### src/rtl/char_buf_loader.sv
// char_buf_loader: serial command receiver owning the C_COLS x C_ROWS buffer of 5-bit cells.
// Define CHARBUF_DBLBUF_EN for shadow/active double buffering with a frame-synchronous commit.
module char_buf_loader #(
  parameter int unsigned C_COLS = 16,
  parameter int unsigned C_ROWS = 12
) (
  input  logic                         CK_i,
  input  logic                         XARST_i,
  input  logic                         XSS_i,
  input  logic                         SEE_i,
  input  logic                         COPI_i,
  output logic                         CIPO_o,
  input  logic                         FRAME_EE_i,
  output logic [5*C_COLS*C_ROWS-1:0]   DATss_o,
  output logic                         COMMIT_PEND_o,
  output logic                         ERR_o
);

  localparam int unsigned N = C_COLS * C_ROWS;

  typedef enum logic [2:0] {
    S_IDLE,
    S_HDR,
    S_WR,
    S_FILL,
    S_RD,
    S_CMT,
    S_DROP
  } state_t;

  state_t      state, state_nxt;
  logic [3:0]  bit_cnt, bit_cnt_nxt;
  logic [14:0] sr;
  logic [7:0]  addr;
  logic [7:0]  tx;
  logic        err_q;
  logic        pend_q;

  logic        shift_en;
  logic [15:0] hdr_word;
  logic [7:0]  byte_word;
  logic        addr_ok;
  logic        hdr_bad;
  logic        hdr_done;
  logic        byte_done;
  logic        cmt_set;
  logic        wr_en;
  logic        fill_en;
  logic        rd_adv;

  logic [4:0]  act [N];
`ifdef CHARBUF_DBLBUF_EN
  logic [4:0]  shd [N];
`endif

  assign shift_en  = ~XSS_i & SEE_i;
  assign hdr_word  = {sr[14:0], COPI_i};
  assign byte_word = {sr[6:0], COPI_i};
  assign addr_ok   = ({1'b0, hdr_word[7:0]} < 9'(N));
  assign hdr_bad   = ~hdr_word[14] & ~addr_ok;
  assign cmt_set   = hdr_done & (hdr_word[15:14] == 2'b11);
  assign wr_en     = byte_done & (state == S_WR);
  assign fill_en   = byte_done & (state == S_FILL);
  assign rd_adv    = byte_done & (state == S_RD);

  function automatic logic [7:0] addr_inc(input logic [7:0] a);
    if (a == 8'(N - 1)) return '0;
    return a + 8'd1;
  endfunction

  function automatic logic [4:0] rd_cell(input logic [7:0] a);
`ifdef CHARBUF_DBLBUF_EN
    return shd[a];
`else
    return act[a];
`endif
  endfunction

  always_ff @(posedge CK_i or negedge XARST_i) begin
    if (!XARST_i) begin
      state   <= S_IDLE;
      bit_cnt <= '0;
    end else begin
      state   <= state_nxt;
      bit_cnt <= bit_cnt_nxt;
    end
  end

  // IDLE doubles as header bit 0 so a bit captured on the select edge is not lost.
  always_comb begin
    state_nxt   = state;
    bit_cnt_nxt = bit_cnt;
    hdr_done    = 1'b0;
    byte_done   = 1'b0;
    if (XSS_i) begin
      state_nxt   = S_IDLE;
      bit_cnt_nxt = '0;
    end else begin
      if (state == S_IDLE) state_nxt = S_HDR;
      if (SEE_i) begin
        case (state)
          S_IDLE, S_HDR: begin
            if (bit_cnt == 4'd15) begin
              hdr_done    = 1'b1;
              bit_cnt_nxt = '0;
              case (hdr_word[15:14])
                2'b00:   state_nxt = addr_ok ? S_WR : S_DROP;
                2'b01:   state_nxt = S_FILL;
                2'b10:   state_nxt = addr_ok ? S_RD : S_DROP;
                default: state_nxt = S_CMT;
              endcase
            end else begin
              bit_cnt_nxt = bit_cnt + 4'd1;
            end
          end
          default: begin
            if (bit_cnt == 4'd7) begin
              byte_done   = 1'b1;
              bit_cnt_nxt = '0;
            end else begin
              bit_cnt_nxt = bit_cnt + 4'd1;
            end
          end
        endcase
      end
    end
  end

  always_ff @(posedge CK_i or negedge XARST_i) begin
    if (!XARST_i) begin
      sr     <= '0;
      addr   <= '0;
      tx     <= '0;
      err_q  <= 1'b0;
      pend_q <= 1'b0;
    end else begin
      if (XSS_i)         sr <= '0;
      else if (shift_en) sr <= {sr[13:0], COPI_i};

      if (hdr_done) begin
        addr  <= hdr_word[7:0];
        err_q <= hdr_bad;
      end else if (wr_en || rd_adv) begin
        addr <= addr_inc(addr);
      end

      // tx only ever holds data in RD; its MSB is the registered serial output.
      if (XSS_i)
        tx <= '0;
      else if (hdr_done)
        tx <= (state_nxt == S_RD) ? {3'b000, rd_cell(hdr_word[7:0])} : '0;
      else if (state == S_RD && shift_en)
        tx <= byte_done ? {3'b000, rd_cell(addr_inc(addr))} : {tx[6:0], 1'b0};

`ifdef CHARBUF_DBLBUF_EN
      if (cmt_set)         pend_q <= 1'b1;
      else if (FRAME_EE_i) pend_q <= 1'b0;
`else
      pend_q <= cmt_set;
`endif
    end
  end

`ifdef CHARBUF_DBLBUF_EN
  // Copy reads pre-edge shadow, so a coincident write reaches active only at the next commit.
  always_ff @(posedge CK_i or negedge XARST_i) begin
    if (!XARST_i) begin
      for (int unsigned i = 0; i < N; i++) begin
        act[i] <= '0;
        shd[i] <= '0;
      end
    end else begin
      if (FRAME_EE_i && pend_q) begin
        for (int unsigned i = 0; i < N; i++) act[i] <= shd[i];
      end
      if (fill_en) begin
        for (int unsigned i = 0; i < N; i++) shd[i] <= byte_word[4:0];
      end else if (wr_en) begin
        shd[addr] <= byte_word[4:0];
      end
    end
  end
`else
  always_ff @(posedge CK_i or negedge XARST_i) begin
    if (!XARST_i) begin
      for (int unsigned i = 0; i < N; i++) act[i] <= '0;
    end else begin
      if (fill_en) begin
        for (int unsigned i = 0; i < N; i++) act[i] <= byte_word[4:0];
      end else if (wr_en) begin
        act[addr] <= byte_word[4:0];
      end
    end
  end
`endif

  always_comb begin
    DATss_o = '0;
    for (int unsigned i = 0; i < N; i++) DATss_o[5*i +: 5] = act[i];
  end

  assign CIPO_o        = tx[7];
  assign COMMIT_PEND_o = pend_q;
  assign ERR_o         = err_q;

  logic unused_bits;
`ifdef CHARBUF_DBLBUF_EN
  assign unused_bits = ^{hdr_word[13:8], byte_word[7:5]};
`else
  assign unused_bits = ^{hdr_word[13:8], byte_word[7:5], FRAME_EE_i};
`endif

endmodule

### config.mk
export PLATFORM = sky130hd
export DESIGN_NAME = char_buf_loader
export DESIGN_NICKNAME = d
export VERILOG_FILES = /design/src/rtl/char_buf_loader.sv
export SDC_FILE = /design/constraint.sdc
export NUM_CORES = 2
export LEC_CHECK = 0
export ABC_AREA = 1
export CAP_MARGIN = 30
export CORE_MARGIN = 10
export CORE_UTILIZATION = 25
export DETAILED_ROUTE_END_ITERATION = 10
export PLACE_DENSITY_LB_ADDON = 0.1
export SETUP_SLACK_MARGIN = 0.02
export SYNTH_ARGS = -nofsm -noshare
export SYNTH_HDL_FRONTEND = slang
export SYNTH_SLANG_ARGS = --single-unit
### constraint.sdc
create_clock -name CK_i -period 8.6 [get_ports CK_i]
set_input_delay 0.86 -clock CK_i [delete_from_list [all_inputs] [get_ports CK_i]]
set_output_delay 0.86 -clock CK_i [all_outputs]
set_load 0.1 [all_outputs]
Word-level counts from Yosys, hierarchy flattened
Cells that the tools add are included.
{"block": "classes", "add_sub_neg": 2, "n_lt_le_gt_ge": 5, "eq_ne": 11, "muxes": 53, "bitwise": 12, "reduce_logical": 11}
{"operator": "$mux 960", "count": 2}
{"operator": "$bwmux 960", "count": 1}
{"operator": "$mux 8", "count": 12}
{"operator": "$bmux 5 s8", "count": 2}
{"operator": "$demux 5 s8", "count": 1}
{"operator": "$mux 15", "count": 2}
{"operator": "$mux 5", "count": 6}
{"operator": "$ge 9x9->1 const B", "count": 3}
{"operator": "$not 8->9", "count": 3}
{"operator": "$mux 4", "count": 5}
{"operator": "$mux 3", "count": 6}
{"operator": "$mux 1", "count": 14}
{"operator": "$lt 9x1->1 const B", "count": 1}
{"operator": "$pmux 3 s3", "count": 1}
{"operator": "$add 8x1->8 const B", "count": 1}
{"operator": "$eq 8x8->1 const B", "count": 1}
{"operator": "$lt 8x8->1 const B", "count": 1}
{"operator": "$reduce_bool 2->1", "count": 4}
{"operator": "$and 1x1->1", "count": 6}
{"operator": "$eq 3x2->1 const B", "count": 2}
{"operator": "$eq 3x3->1 const B", "count": 2}
{"operator": "$add 4x1->4 const B", "count": 1}
{"operator": "$eq 2x2->1 const B", "count": 2}
{"operator": "$eq 4x3->1 const B", "count": 1}
{"operator": "other kinds (11)", "count": 14}
{"block": "totals", "reg_bits": 1000, "input_bits": 6, "word_cells": 293}

Depth between registers and ports, before layout
{"block": "logic_depth", "word_depth": 19, "ltp_mapped": 23, "ltp_nobuf": 21}

Worst setup path before layout
No wires, ideal clock.
{"block": "synth_path", "path_type": "register -> register", "from": "reg addr[0]", "to": "reg tx[0]", "setup_time_ns": 0.117, "arrival_time_ns": 3.067, "setup_slack_ns": 5.416, "stages_incl_launch_ff": 21, "path_cell_list": "dfrtp_1 > inv_2 > clkbuf_1 > clkbuf_1 > ha_1 > clkbuf_1 > inv_1 > buf_2 > clkbuf_1 > buf_1 > o211ai_1 > nand3_1 > nand3_1 > nand3_1 > nand3_1 > nand3_1 > nand2_1 > nand2_1 > nand2_1 > nand2_1 > nand2_1"}
{"block": "synth_via", "elab_chain_len": 17}
{"element": "start, declared", "line": "34", "source": "logic [7:0] addr;"}
{"element": "start signal, assigned", "line": "141", "source": "addr <= hdr_word[7:0];"}
{"element": "start signal, assigned", "line": "144", "source": "addr <= addr_inc(addr);"}
{"element": "$eq 8x8->1", "line": "67", "source": "if (a == 8'(N - 1)) return '0;"}
{"element": "$mux 1", "line": "67"}
{"element": "$mux 1", "line": "152", "source": "else if (state == S_RD && shift_en)"}
{"element": "$mux 1", "line": "150", "source": "else if (hdr_done)"}
{"element": "$mux 1", "line": "148", "source": "if (XSS_i)"}
{"element": "$mux 8 *", "line": "68", "source": "return a + 8'd1;"}
{"element": "$mux 8 *", "line": "152"}
{"element": "$mux 8 *", "line": "150"}
{"element": "$mux 8 *", "line": "148"}
{"element": "$not 8->9 (implied by the code) *", "line": "75", "source": "return act[a];"}
{"element": "$bmux 5 s8 *", "line": "75"}
{"element": "$mux 5 (implied by the code) * (2 in a row)", "line": "75"}
{"element": "$mux 8 *", "line": "153", "source": "tx <= byte_done ? {3'b000, rd_cell(addr_inc(addr))} : {tx[6:0], 1'b0};"}
{"element": "$mux 8 *", "line": "152"}
{"element": "$mux 8 *", "line": "150"}
{"element": "$mux 8 *", "line": "148"}
{"element": "end signal, assigned", "line": "151", "source": "tx <= (state_nxt == S_RD) ? {3'b000, rd_cell(hdr_word[7:0])} : '0;"}
{"element": "end signal, assigned", "line": "153"}
{"element": "end, declared", "line": "35", "source": "logic [7:0] tx;"}
Every way passes the cells marked *; elsewhere a longest branch is shown, timed or not. The select of a mux whose other input is x is not followed.
A chain may end at the register's enable or synchronous reset.

Worst setup path after layout
{"block": "layout_path", "from": "reg addr[0]", "to": "reg tx[1]"}
Same word-level chain as after synthesis.

==> reports/metrics.json <==
{
  "drt_iter0_markers": 7883,
  "cts_hold_repair.buffers": 1,
  "placementRows": 175,
  "cp_cell_sequence": "ha_1 > nand3_2 > inv_2 > nand2_8 > nand2_8 > buf_12 > nand2_1 > nand3_1 > nand3_1 > nand3_1 > nand3_1 > nand2_1 > nand2_1 > nand3_1 > nand2_1 > nor2_1 > nand2_1 > nand2_1 > nand2_1 > nand2_1",
  "timing.final.max_slew_violations": 0,
  "achievable-frequency_mhz": 188,
  "chipHeight_um": 498,
  "path_class_of_the_lowest_slack_min_delay_path": "flip-flop to flip-flop",
  "final_layout_size_suffix_gt1_frac": 0.0836,
  "cts_post_setup_buffers_inserted": 0,
  "htree_num_levels": 4,
  "tritoncts": "done",
  "postSynth.asyncResetShare": 1.00,
  "clock_slew_at_the_register_clock_pins_of_the_worst_setup_and_hold_paths_ns": 0.06,
  "placeableCoreArea_um2": 227000,
  "final-setup-viol-count": 0,
  "p_leak_nw": 32.9,
  "critPathKind": "flip-flop to flip-flop",
  "worst-endpoint-arrival_ns": 6.08,
  "seq_power_share": 0.394,
  "ff_latch_area_um2": 25000,
  "grt_antenna_before_repair": 10,
  "clkSinkCount": 1000,
  "initial_utilization": 0.251,
  "syn-num-nets": 8198,
  "pin_slew_with_the_least_headroom_to_its_limit_ns": 1.43,
  "synthesis.area_um2": 57200,
  "ant_nets": 0,
  "finalCoreUtilization": 0.360,
  "clock_insertion_delay_worst_skew_ns": 0.83,
  "hold_slack_ns": 0.480,
  "status": "complete, no violations",
  "leading_cell_types_by_total_area_after_synthesis": "dfrtp_1, nand2_1, nand3_1, o21ai_0, clkbuf_1",
  "grt_max_degree": 180,
  "timing_hold_violations_final": 0,
  "seq_area_frac_synth": 0.438,
  "critical_path_peak_fanout": 102,
  "crit_start": "addr[0]",
  "synth.avg_cell_area_um2": 6.98,
  "totalWireLength_um": 362000,
  "fillCellCount": 23427,
  "maxCapViolations": 0,
  "synth_top_cell_area_share": 0.438,
  "crit_path_start_kind": "flip-flop",
  "worst_hold_path.num_cells": 2,
  "gp_congestion": 0.865,
  "global_route.usage.total": 0.279,
  "power.net_switching_mw": 3.60,
  "power.share.clock": 0.488,
  "post-route-min-period_ns": 5.32,
  "clock-root-buffer": "clkbuf_16",
  "max-vdd-ir-drop_mv": 0.191,
  "postSynthRegisterBits": 1000,
  "crit_path_max_incr_delay_ns": 0.78,
  "finalCritPeriodShare": 0.619,
  "detailedPlace.worstSlack_ns": 3.27,
  "die_width_um": 498,
  "p_int_mw": 8.41,
  "rsz0062_at_grt": "false",
  "switching_share": 0.300,
  "cts_resized": 0,
  "number_of_enable_flip_flop_cells_after_synthesis": 0,
  "drcViolationCount": 0,
  "worst_hold_path.endpoint": "tx[2]",
  "route.detailed.wl_per_inst_um": 29.6,
  "global_route.overflow_total": 0,
  "finalClockSkew_ns": 0.0335,
  "required_time_of_the_critical_path_ns": 9.35,
  "detailed_place_hpwl_um": 243000,
  "hold_path.startpoint": "tx[2]",
  "firstDrtPassIters": 6,
  "maximum_count_of_clock_buffers_along_a_single_path": 3,
  "grt_pass1_vias": 61743,
  "design.die.area_um2": 248000,
  "synth_top_area_cell": "dfrtp_1",
  "multi_input_comb_area_um2": 28700,
  "synth_instances": 8187,
  "num-nets-final": 9096,
  "cell_pwr_density_nw_per_um2": 147,
  "synth-main-ff-cell": "dfrtp_1",
  "worst_setup_path_end_kind": "flip-flop",
  "detailroute.via_count": 65494,
  "power.share.combinational": 0.118,
  "grt_pass1_wl_um": 506000,
  "crit_path_frequent_cell": "nand2_1",
  "vias_per_cell": 5.37,
  "area_growth_syn_to_layout_pct": 43.1,
  "setup_ws_ns": 3.28,
  "fin_tns_setup_ns": 0,
  "rr_endpoint": "tx[1]",
  "synth_cell_types": 39,
  "crit_path_top_delay_cell": "nand2_8",
  "regToRegStartpoint": "addr[0]",
  "io-pin-count": 969,
  "numCtsBuffers": 136,
  "max-slew-margin-rel": 0.0491,
  "rr_worst_depth": 20,
  "io_buffer_count": 967,
  "synthesis.yosys.warnings": 0,
  "rrSetupSlack_ns": 3.28
}
-- state kept, by name, indices dropped and copies added, names as in the netlist --
name and cells:
sr 15, addr 8, COMMIT_PEND_o 1, bit_cnt 4
ERR_o 1, tx 8, state 3, DATss_o 960
-- routing by layer --
metal	share of wire	global-route usage	up-vias
met2	0.44	0.429	3496
met5	0.000075	0	-
li1	-	-	29345
met1	0.42	0.370	32018
met3	0.088	0.0702	631
met4	0.048	0.117	4
-- how the worst max path moves through the flow --
stage	endpoint	slack [ns]
finish	tx[1]	3.28
global route	tx[2]	2.95
CTS	tx[4]	3.27
detailed placement	tx[4]	3.27
global placement	tx[3]	3.30
floorplan	tx[0]	5.42
-- logic make-up after synthesis --
group | after synthesis | synth area share
and+or+nand+nor | 4789 | 0.356
xor gates and xnor gates | 2 | 0.000306
DFF | 1000 | 0.438
adders and majority gates | 5 | 0.00109
AOI/OAI and AO/OA | 1529 | 0.141
buffers and inverters | 862 | 0.0640
-- power by group through the flow --
stage	Clock [mW]	Combinational (mW)	Sequential [mW]
floorplan	0	0.746	4.80
global placement	0	1.40	4.81
detailed placement	0	1.42	4.81
CTS	5.98	1.42	4.73
global route	6.15	1.52	4.72
finish	5.86	1.42	4.73
-- worst max-delay path: cells and delay by family, from the launching register on --
family / cells / cell delay [ns]
and+or+nand+nor: 17 / 3.41
adders and majority gates: 1 / 0.28
DFF: 1 / 0.55
buffers and inverters: 2 / 0.66
-- Yosys cell counts, types with 4 or more instances --
| master | instances |
|---|---|
| nand2_1 | 2839 |
| nand3_1 | 1640 |
| o21ai_0 | 1146 |
| dfrtp_1 | 1000 |
| clkbuf_1 | 350 |
| inv_1 | 229 |
| nor2_1 | 196 |
| buf_2 | 143 |
| a21oi_1 | 116 |
| o21ai_1 | 116 |
| buf_1 | 70 |
| o211ai_1 | 65 |
| nand3b_1 | 47 |
| nor3_1 | 42 |
| o221ai_1 | 39 |
| buf_4 | 33 |
| o22ai_1 | 32 |
| buf_6 | 16 |
| inv_2 | 15 |
| clkinv_1 | 6 |
| or2_2 | 6 |
| ha_1 | 5 |
| o21ai_2 | 5 |
| a32o_1 | 4 |
-- placed cells by master (no fill, tap or decap), types with 4 or more instances in the layout --
| cell | synthesis | routed |
|---|---|---|
| inv_6 | 0 | 5 |
| diode_2 | 0 | 8 |
| nor3_1 | 42 | 42 |
| nor2_4 | 3 | 19 |
| buf_16 | 0 | 293 |
| clkinv_8 | 0 | 5 |
| clkbuf_8 | 0 | 30 |
| clkbuf_1 | 350 | 33 |
| nand2_1 | 2839 | 2838 |
| o21ai_0 | 1146 | 1146 |
| a32o_1 | 4 | 4 |
| ha_1 | 5 | 4 |
| o211ai_1 | 65 | 65 |
| clkdlybuf4s50_1 | 0 | 879 |
| or2_2 | 6 | 6 |
| nand3b_1 | 47 | 47 |
| buf_12 | 0 | 36 |
| inv_1 | 229 | 225 |
| o22ai_1 | 32 | 32 |
| a21oi_1 | 116 | 116 |
| o21ai_1 | 116 | 116 |
| clkinv_1 | 6 | 5 |
| clkinv_2 | 0 | 19 |
| buf_4 | 33 | 157 |
| nand3_1 | 1640 | 1640 |
| dfrtp_1 | 1000 | 995 |
| clkbuf_16 | 0 | 139 |
| bufinv_16 | 0 | 5 |
| nor2_1 | 196 | 180 |
| o21ai_2 | 5 | 5 |
| buf_6 | 16 | 4 |
| inv_2 | 15 | 10 |
| o221ai_1 | 39 | 39 |
| inv_8 | 0 | 7 |
-- final cells by class --
type | instances | area share
Tap cell | 3009 | 0.0460
Clock inverter | 39 | 0.00570
Multi-Input combinational cell | 6325 | 0.350
Timing Repair Buffer | 1372 | 0.230
Clock buffer | 202 | 0.0491
Inverter | 250 | 0.0123
Antenna cell | 8 | 0.000245
Sequential cell | 1000 | 0.306
-- per-stage QoR --
step,area [µm²],power (mW),std cells
after floorplan,57200,5.54,8187
after global placement,69000,6.21,11646
after detailed placement,77200,6.23,11951
after CTS,81700,12.1,12193
after global routing,81800,12.4,12201
final,81800,12.0,12205
No activity file was read; power rests on OpenSTA's default activity.
